### config.mk
export PLATFORM = sky130hd
export DESIGN_NAME = led_matrix_spi_receiver
export DESIGN_NICKNAME = d
export VERILOG_FILES = /design/src/rtl/led_matrix_pkg.sv /design/src/rtl/spi_input_sync.sv /design/src/rtl/led_matrix_spi_receiver.sv
export SDC_FILE = /design/constraint.sdc
export NUM_CORES = 1
export LEC_CHECK = 0
export CORE_ASPECT_RATIO = 1.1
export CORE_UTILIZATION = 30
export CTS_CLUSTER_DIAMETER = 50
export DETAILED_ROUTE_END_ITERATION = 6
export PLACE_DENSITY = 0.55
export SKIP_CTS_REPAIR_TIMING = 1
export SYNTH_ARGS = -nofsm -noshare
export SYNTH_HDL_FRONTEND = slang
export SYNTH_SLANG_ARGS = --single-unit
### constraint.sdc
create_clock -name clock -period 3.2 [get_ports clock]
set_input_delay 0.48 -clock clock [delete_from_list [all_inputs] [get_ports clock]]
set_output_delay 0.48 -clock clock [all_outputs]
set_load 0.02 [all_outputs]
### src/rtl/led_matrix_pkg.sv
// Shared definitions for the 8x8 LED matrix SPI link (driver and receiver side).
package led_matrix_pkg;
  localparam logic [7:0] CMD_RESET_FRAME_INDEX = 8'h26;
  localparam int         PIXEL_COUNT           = 64;
  localparam int         PIXEL_INDEX_W         = 6;
  localparam int         RGB_R_W               = 3;
  localparam int         RGB_G_W               = 3;
  localparam int         RGB_B_W               = 2;

  typedef logic [PIXEL_INDEX_W-1:0] pixel_index_t;

  typedef struct packed {
    logic [RGB_R_W-1:0] r;
    logic [RGB_G_W-1:0] g;
    logic [RGB_B_W-1:0] b;
  } rgb332_t;

  localparam pixel_index_t LAST_PIXEL_INDEX = pixel_index_t'(PIXEL_COUNT - 1);
endpackage

### src/rtl/spi_input_sync.sv
// Synchronises sclk/mosi/n_cs into the system clock domain and flags sclk rising edges.
module spi_input_sync #(
  parameter int SYNC_STAGES = 2
) (
  input  logic clock,
  input  logic reset,
  input  logic sclk,
  input  logic mosi,
  input  logic n_cs,
  output logic sclk_rise,
  output logic mosi_s,
  output logic n_cs_s
);
  logic [SYNC_STAGES-1:0] sclk_sync_q;
  logic [SYNC_STAGES-1:0] mosi_sync_q;
  logic [SYNC_STAGES-1:0] ncs_sync_q;
  logic                   sclk_prev_q;
  logic                   rise_q;
  logic                   mosi_q;
  logic                   ncs_q;

  // Edge flag is registered; mosi and n_cs get one matching stage so all three stay aligned.
  always_ff @(posedge clock or posedge reset) begin
    if (reset) begin
      sclk_sync_q <= '0;
      mosi_sync_q <= '0;
      ncs_sync_q  <= '1;
      sclk_prev_q <= 1'b0;
      rise_q      <= 1'b0;
      mosi_q      <= 1'b0;
      ncs_q       <= 1'b1;
    end else begin
      sclk_sync_q <= {sclk_sync_q[SYNC_STAGES-2:0], sclk};
      mosi_sync_q <= {mosi_sync_q[SYNC_STAGES-2:0], mosi};
      ncs_sync_q  <= {ncs_sync_q[SYNC_STAGES-2:0], n_cs};
      sclk_prev_q <= sclk_sync_q[SYNC_STAGES-1];
      rise_q      <= sclk_sync_q[SYNC_STAGES-1] & ~sclk_prev_q;
      mosi_q      <= mosi_sync_q[SYNC_STAGES-1];
      ncs_q       <= ncs_sync_q[SYNC_STAGES-1];
    end
  end

  assign sclk_rise = rise_q;
  assign mosi_s    = mosi_q;
  assign n_cs_s    = ncs_q;
endmodule

### src/rtl/led_matrix_spi_receiver.sv
// LED matrix SPI receiver: byte deserialiser, frame command decode and one-entry pixel holding register.
import led_matrix_pkg::*;

module led_matrix_spi_receiver #(
  parameter int         SYNC_STAGES           = 2,
  parameter logic [7:0] CMD_RESET_FRAME_INDEX = led_matrix_pkg::CMD_RESET_FRAME_INDEX
) (
  input  logic                     clock,
  input  logic                     reset,
  input  logic                     sclk,
  input  logic                     mosi,
  input  logic                     n_cs,
  output logic                     pixel_valid,
  input  logic                     pixel_ready,
  output logic [7:0]               pixel_data,
  output logic [PIXEL_INDEX_W-1:0] pixel_index,
  output logic                     frame_start,
  output logic                     frame_done,
  output logic                     overrun
);
  logic         sclk_rise, mosi_s, n_cs_s;
  logic [6:0]   shift_q, shift_d;
  logic [2:0]   bit_cnt_q, bit_cnt_d;
  logic         first_q, first_d;
  pixel_index_t widx_q, widx_d;
  logic         valid_q, valid_d;
  rgb332_t      data_q, data_d;
  pixel_index_t index_q, index_d;
  logic         fs_q, fs_d;
  logic         fd_q, fd_d;
  logic         ovr_q, ovr_d;
  logic [7:0]   rx_byte;

  spi_input_sync #(.SYNC_STAGES(SYNC_STAGES)) u_sync (
    .clock     (clock),
    .reset     (reset),
    .sclk      (sclk),
    .mosi      (mosi),
    .n_cs      (n_cs),
    .sclk_rise (sclk_rise),
    .mosi_s    (mosi_s),
    .n_cs_s    (n_cs_s)
  );

  assign rx_byte = {shift_q, mosi_s};

  always_ff @(posedge clock or posedge reset) begin
    if (reset) begin
      shift_q   <= '0;
      bit_cnt_q <= '0;
      first_q   <= 1'b1;
      widx_q    <= '0;
      valid_q   <= 1'b0;
      data_q    <= '0;
      index_q   <= '0;
      fs_q      <= 1'b0;
      fd_q      <= 1'b0;
      ovr_q     <= 1'b0;
    end else begin
      shift_q   <= shift_d;
      bit_cnt_q <= bit_cnt_d;
      first_q   <= first_d;
      widx_q    <= widx_d;
      valid_q   <= valid_d;
      data_q    <= data_d;
      index_q   <= index_d;
      fs_q      <= fs_d;
      fd_q      <= fd_d;
      ovr_q     <= ovr_d;
    end
  end

  always_comb begin
    shift_d   = shift_q;
    bit_cnt_d = bit_cnt_q;
    first_d   = first_q;
    widx_d    = widx_q;
    valid_d   = valid_q;
    data_d    = data_q;
    index_d   = index_q;
    fs_d      = 1'b0;
    fd_d      = 1'b0;
    ovr_d     = ovr_q;
    if (valid_q && pixel_ready) valid_d = 1'b0;
    // Deselect abandons any partial byte; the next byte is a command candidate again.
    if (n_cs_s) begin
      bit_cnt_d = '0;
      first_d   = 1'b1;
    end else if (sclk_rise) begin
      shift_d   = rx_byte[6:0];
      bit_cnt_d = bit_cnt_q + 3'd1;
      if (bit_cnt_q == 3'd7) begin
        first_d = 1'b0;
        if (first_q && (rx_byte == CMD_RESET_FRAME_INDEX)) begin
          widx_d = '0;
          fs_d   = 1'b1;
        end else begin
          widx_d = widx_q + pixel_index_t'(1);
          if (!valid_q || pixel_ready) begin
            valid_d = 1'b1;
            data_d  = rgb332_t'(rx_byte);
            index_d = widx_q;
            fd_d    = (widx_q == LAST_PIXEL_INDEX);
          end else begin
            ovr_d = 1'b1;
          end
        end
      end
    end
  end

  assign pixel_valid = valid_q;
  assign pixel_data  = data_q;
  assign pixel_index = index_q;
  assign frame_start = fs_q;
  assign frame_done  = fd_q;
  assign overrun     = ovr_q;
endmodule

# Word level (Yosys, flattened, before mapping)
# Cells that the tools add are included.
# totals
regBits,45
inputBits,6
out_inout_bits,18
# op_classes
n_addsub,2
eq_ne,3
n_mux,21
bitwise,5
n_reduce_logical,11
# ops
op,count
$mux W1,18
$reduce_and A5 Y1,2
$eq A8 B6 Y1 const B,1
$add A6 B1 Y6 const B,1
$eq A6 B6 Y1 const B,1
$mux W3,2
$mux W6,1
$not A1 Y1,4
$reduce_and A2 Y1,2
$reduce_bool A2 Y1,2
$add A3 B1 Y3 const B,1
$eq A3 B3 Y1 const B,1
$reduce_and A3 Y1,1
$logic_and A1 B1 Y1,2
$and A1 B1 Y1,1
$logic_not A1 Y1,1
$logic_or A1 B1 Y1,1

# Logic depth before layout (Yosys ltp)
# depth
word_depth,7
depth_mapped,8
ltp_nobuf,6

# By module
# Synthesis repeated with hierarchy kept, for this count alone.
# hier_totals
cells_unflattened,122
area_unflattened_um2,1790.5
# by_module_without_submodules
mod,n_inst,cells_per_inst,area_per_inst_um2,seq_area_each_um2
led_matrix_spi_receiver,1,110,1519.0,877.1
spi_input_sync,1,12,271.5,254.0

# Worst setup path before layout
# Ideal clock, no wire load.
# synth_timing
path_kind,reg-to-reg
startpoint,register bit_cnt_q[0]
endpoint,register index_q[0] (netlist: pixel_index[0])
arrival_ns,1.713
required_time_ns,3.075
path_slack_ns,1.362
path_stages_with_launch,9
n_path_buf,2
period_less_slack_ns,1.838
path_cell_list,dfrtp_1 -> ha_1 -> ha_1 -> and3b_2 -> and2_4 -> buf_6 -> nand2_4 -> buf_6 -> mux2_4
# synth_via
elab_chain_len,2
# synth_lines
item,line_no,source
from (decl),led_matrix_spi_receiver.sv:23,"logic [2:0] bit_cnt_q, bit_cnt_d;"
from (signal assigned),led_matrix_spi_receiver.sv:61,bit_cnt_q <= bit_cnt_d;
$eq A3 B3 Y1,led_matrix_spi_receiver.sv:92,if (bit_cnt_q == 3'd7) begin
$reduce_and A5 Y1 (no line),-,
to (signal assigned),led_matrix_spi_receiver.sv:66,index_q <= index_d;
to (decl),led_matrix_spi_receiver.sv:28,"pixel_index_t index_q, index_d;"
# No other way between the ends.
# A chain may end at the register's enable or synchronous reset.

# Final worst setup path
# layout_timing
startpoint,register bit_cnt_q[0]
endpoint,register data_q (netlist bit pixel_data[6])
# layout_via
elab_chain_len,2
# layout_lines
item,line_no,source
$eq A3 B3 Y1,led_matrix_spi_receiver.sv:92,
$reduce_and A5 Y1 (no line),-,
to (signal assigned),led_matrix_spi_receiver.sv:65,data_q <= data_d;
to (decl),led_matrix_spi_receiver.sv:27,"rgb332_t data_q, data_d;"
# No other way between the ends.

==> flow_metrics.env <==
export IMPL_combinationalPowerShare_pct=7.5
export IMPL_grt_max_degree=25
export IMPL_drt_iter0_drc=53
export IMPL_finalWeightedCongestion=0.700
export IMPL_hold_path_class="reg2reg"
export IMPL_placed_cell_area_um2=2080
export IMPL_antenna_found_initial=0
export IMPL_p_switching_mw=0.261
export IMPL_synth_most_common_cell="dfrtp_1"
export IMPL_viasPerCell=4.54
export IMPL_n_antenna_cell=0
export IMPL_crit_chain="ha_1 > ha_1 > and3b_2 > and2_4 > nand2_4 > mux2_2"
export IMPL_synthTopCellsByCount="dfrtp_1, nor2_1, nand2_1"
export IMPL_yosys_area_share_simple_pct=13.7
export IMPL_cp_slowest_stage_delay_ns=0.40
export IMPL_path_clk_slew_ns=0.08
export IMPL_vias=1049
export IMPL_use_met2_pct=17.1
export IMPL_synth_top_family_by_area="simple AND/OR/NAND/NOR gates"
export IMPL_finalSetupViolCount=0
export IMPL_synth_ff_type="dfrtp_1"
export IMPL_clk_latency_ns=0.29
export IMPL_clockBufferDepth=2
export IMPL_cp_arrival_ns=2.01
export IMPL_yosysSeqAreaShare_pct=63.7
export IMPL_path_depth=6
export IMPL_synth_compound_area_share_pct=6.20
export IMPL_synth_edff_count=0
export IMPL_cap_viol_max_count=0
export IMPL_slew_violations=0
export IMPL_wl_per_cell_um=13.2
export IMPL_cts_sinks=45
export IMPL_die_height_um=82.7
export IMPL_cts_buffers=5
export IMPL_p_int_mw=0.860
export IMPL_tns_ns=0
export IMPL_hpwl_mm=2.21
export IMPL_ys_ff_latch=45
export IMPL_outcome="complete, no violations"
export IMPL_grt_util_met3_pct=3.76
export IMPL_max_slew_margin_pct=45.8
export IMPL_stdcell_area_um2=2180
export IMPL_hold_depth=0
export IMPL_power_total_mw=1.12
export IMPL_grt_pass1_wl_mm=4.94
export IMPL_yosys_warnings=0
export IMPL_cp_required_ns=3.38
export IMPL_die_width_um=75.4
export IMPL_synth_xor_area_share_pct=0.986
export IMPL_synthMuxAreaShare_pct=11.3
export IMPL_die_area_um2=6230
export IMPL_final_antenna_net_count=0
export IMPL_synth_adder_area_share_pct=2.11
export IMPL_critPathSlowestCell="dfrtp_1"
export IMPL_synth_area_leaders="dfrtp_1, dfstp_2, mux2_2, mux2_4, ha_1"
export IMPL_synth_cell_types=33
export IMPL_hold_violations=0
export IMPL_dr_pass1_iters=4
export IMPL_nNetsFinal=162
export IMPL_path_max_fanout=11
export IMPL_fp_row_count=29
export IMPL_reg2reg_depth=6
export IMPL_criticalPathCategory="reg2reg"
export IMPL_rsz0062_at_grt="false"
export IMPL_async_flop_share_pct=100
export IMPL_syn_area_um2=1780
export IMPL_crit_buf_inv=0
export IMPL_final_core_util_pct=38.0
export IMPL_syn_mean_instance_area_um2=14.1
export IMPL_grt_usage_pct=11.1
export IMPL_htreeDepth=2
export IMPL_cp_end_kind="register"
export IMPL_power_leakage_nw=0.985
export IMPL_port_buffers=23
export IMPL_core_area_um2=5730
export IMPL_clock_root_buffer="clkbuf_8"
export IMPL_finClkSkew_ns=0.0122
export IMPL_syn_nets=135
export IMPL_holdWs_ns=0.350
export IMPL_overflow=0
export IMPL_crit_path_start_kind="register"
export IMPL_fin_crit_sh_pct=57.0
export IMPL_syn_to_final_growth_pct=22.6
export IMPL_start_util_pct=31.0
export IMPL_yosys_area_top_type="dfrtp_1"
export IMPL_ioPinCount=24
export IMPL_power_density_nw_per_um2=515
export IMPL_cp_common_cell="ha_1"
export IMPL_cts_tree="yes"
export IMPL_clock_fmax_mhz=548
export IMPL_p_clk_share_pct=33.3
export IMPL_switching_share_pct=23.3
export IMPL_drt_wl_total_mm=3.04
export IMPL_postSynthCellCount=126
export IMPL_seq_power_share_pct=59.2
export IMPL_drive_above_1_share_pct=22.7
export IMPL_yosysTopAreaCellShare_pct=57.7
export IMPL_vdd_drop_max_mv=0.285
export IMPL_grt_pass1_vias=1030
export IMPL_busiest_layer="met2"
export IMPL_final_min_clock_period_ns=1.82
export IMPL_worst_pin_slew_ns=0.809
export IMPL_crit_family="simple AND/OR/NAND/NOR gates"
export IMPL_drt_drc_violations_left=0
export IMPL_grt_util_met1_pct=14.1
==> final timing paths <==
| check | startpoint | end | slack [ns] |
|---|---|---|---|
| worst min-delay path | u_sync.sclk_sync_q[0] | u_sync.sclk_sync_q[1] | 0.35 |
| worst min register to register | u_sync.sclk_sync_q[0] | u_sync.sclk_sync_q[1] | 0.35 |
| max in group asynchronous | reset | pixel_index[5] | 1.94 |
| worst max-delay path | bit_cnt_q[0] | pixel_data[6] | 1.38 |
| min in group asynchronous | reset | pixel_data[1] | 0.54 |
| worst max register to register | bit_cnt_q[0] | pixel_data[6] | 1.38 |
==> cell type report <==
type	count	area [um^2]
Timing Repair Buffer	24	238
Inverter	1	3.75
Fill cell	578	3550
Multi-Input combinational cell	76	608
Sequential cell	45	1130
Tap cell	77	96.3
Clock inverter	1	5.00
Clock buffer	7	96.3
==> state kept, by name, indices dropped and copies added (netlist names) <==
| name | count |
|---|---|
| pixel_data | 8 |
| shift_q | 7 |
| pixel_index | 6 |
| widx_q | 6 |
| bit_cnt_q | 3 |
| u_sync.mosi_sync_q | 2 |
| u_sync.ncs_sync_q | 2 |
| u_sync.sclk_sync_q | 2 |
| first_q | 1 |
| frame_done | 1 |
| frame_start | 1 |
| overrun | 1 |
| pixel_valid | 1 |
| u_sync.mosi_s | 1 |
| u_sync.n_cs_s | 1 |
| u_sync.sclk_prev_q | 1 |
| u_sync.sclk_rise | 1 |
==> cell usage in the layout (no fill, tap or decap), types with 4 or more instances in the layout <==
master           instances
mux2_4                   6
nor2_1                  10
clkbuf_8                 7
dfrtp_1                 41
clkdlybuf4s50_1         23
mux2_2                   8
nand3_1                  5
nand2_1                  9
a22o_1                   4
dfstp_2                  4
==> metrics by stage <==
stage	std cells	worst slack [ns]
CTS	231	1.36
global route	231	1.29
detailed placement	223	1.26
floorplan	126	1.36
finish	231	1.38
global placement	223	1.27
==> routing by layer <==
metal  wire length [um]  up-vias
met2               1450       20
met3                128        4
li1                   -      496
met1               1430      529
met4                 30        0
met5                  0        -
==> power by group through the flow <==
stage	sequential [mW]	clock [mW]	combinational [mW]
final	0.663	0.374	0.0837
after detailed placement	0.674	0	0.0845
after floorplan	0.657	0	0.0700
after global placement	0.672	0	0.0810
after CTS	0.662	0.389	0.0855
after global routing	0.669	0.415	0.0916
==> cell families (layout without fill, tap and decap cells) <==
group                      after synthesis  after routing
buffers and inverters                    5             33
muxes                                   16             16
and+or+nand+nor                         40             40
xor gates and xnor gates                 2              2
DFF                                     45             45
AOI/OAI and AO/OA                       15             15
adders and majority gates                3              3
Power figures use the tool's default switching activity.
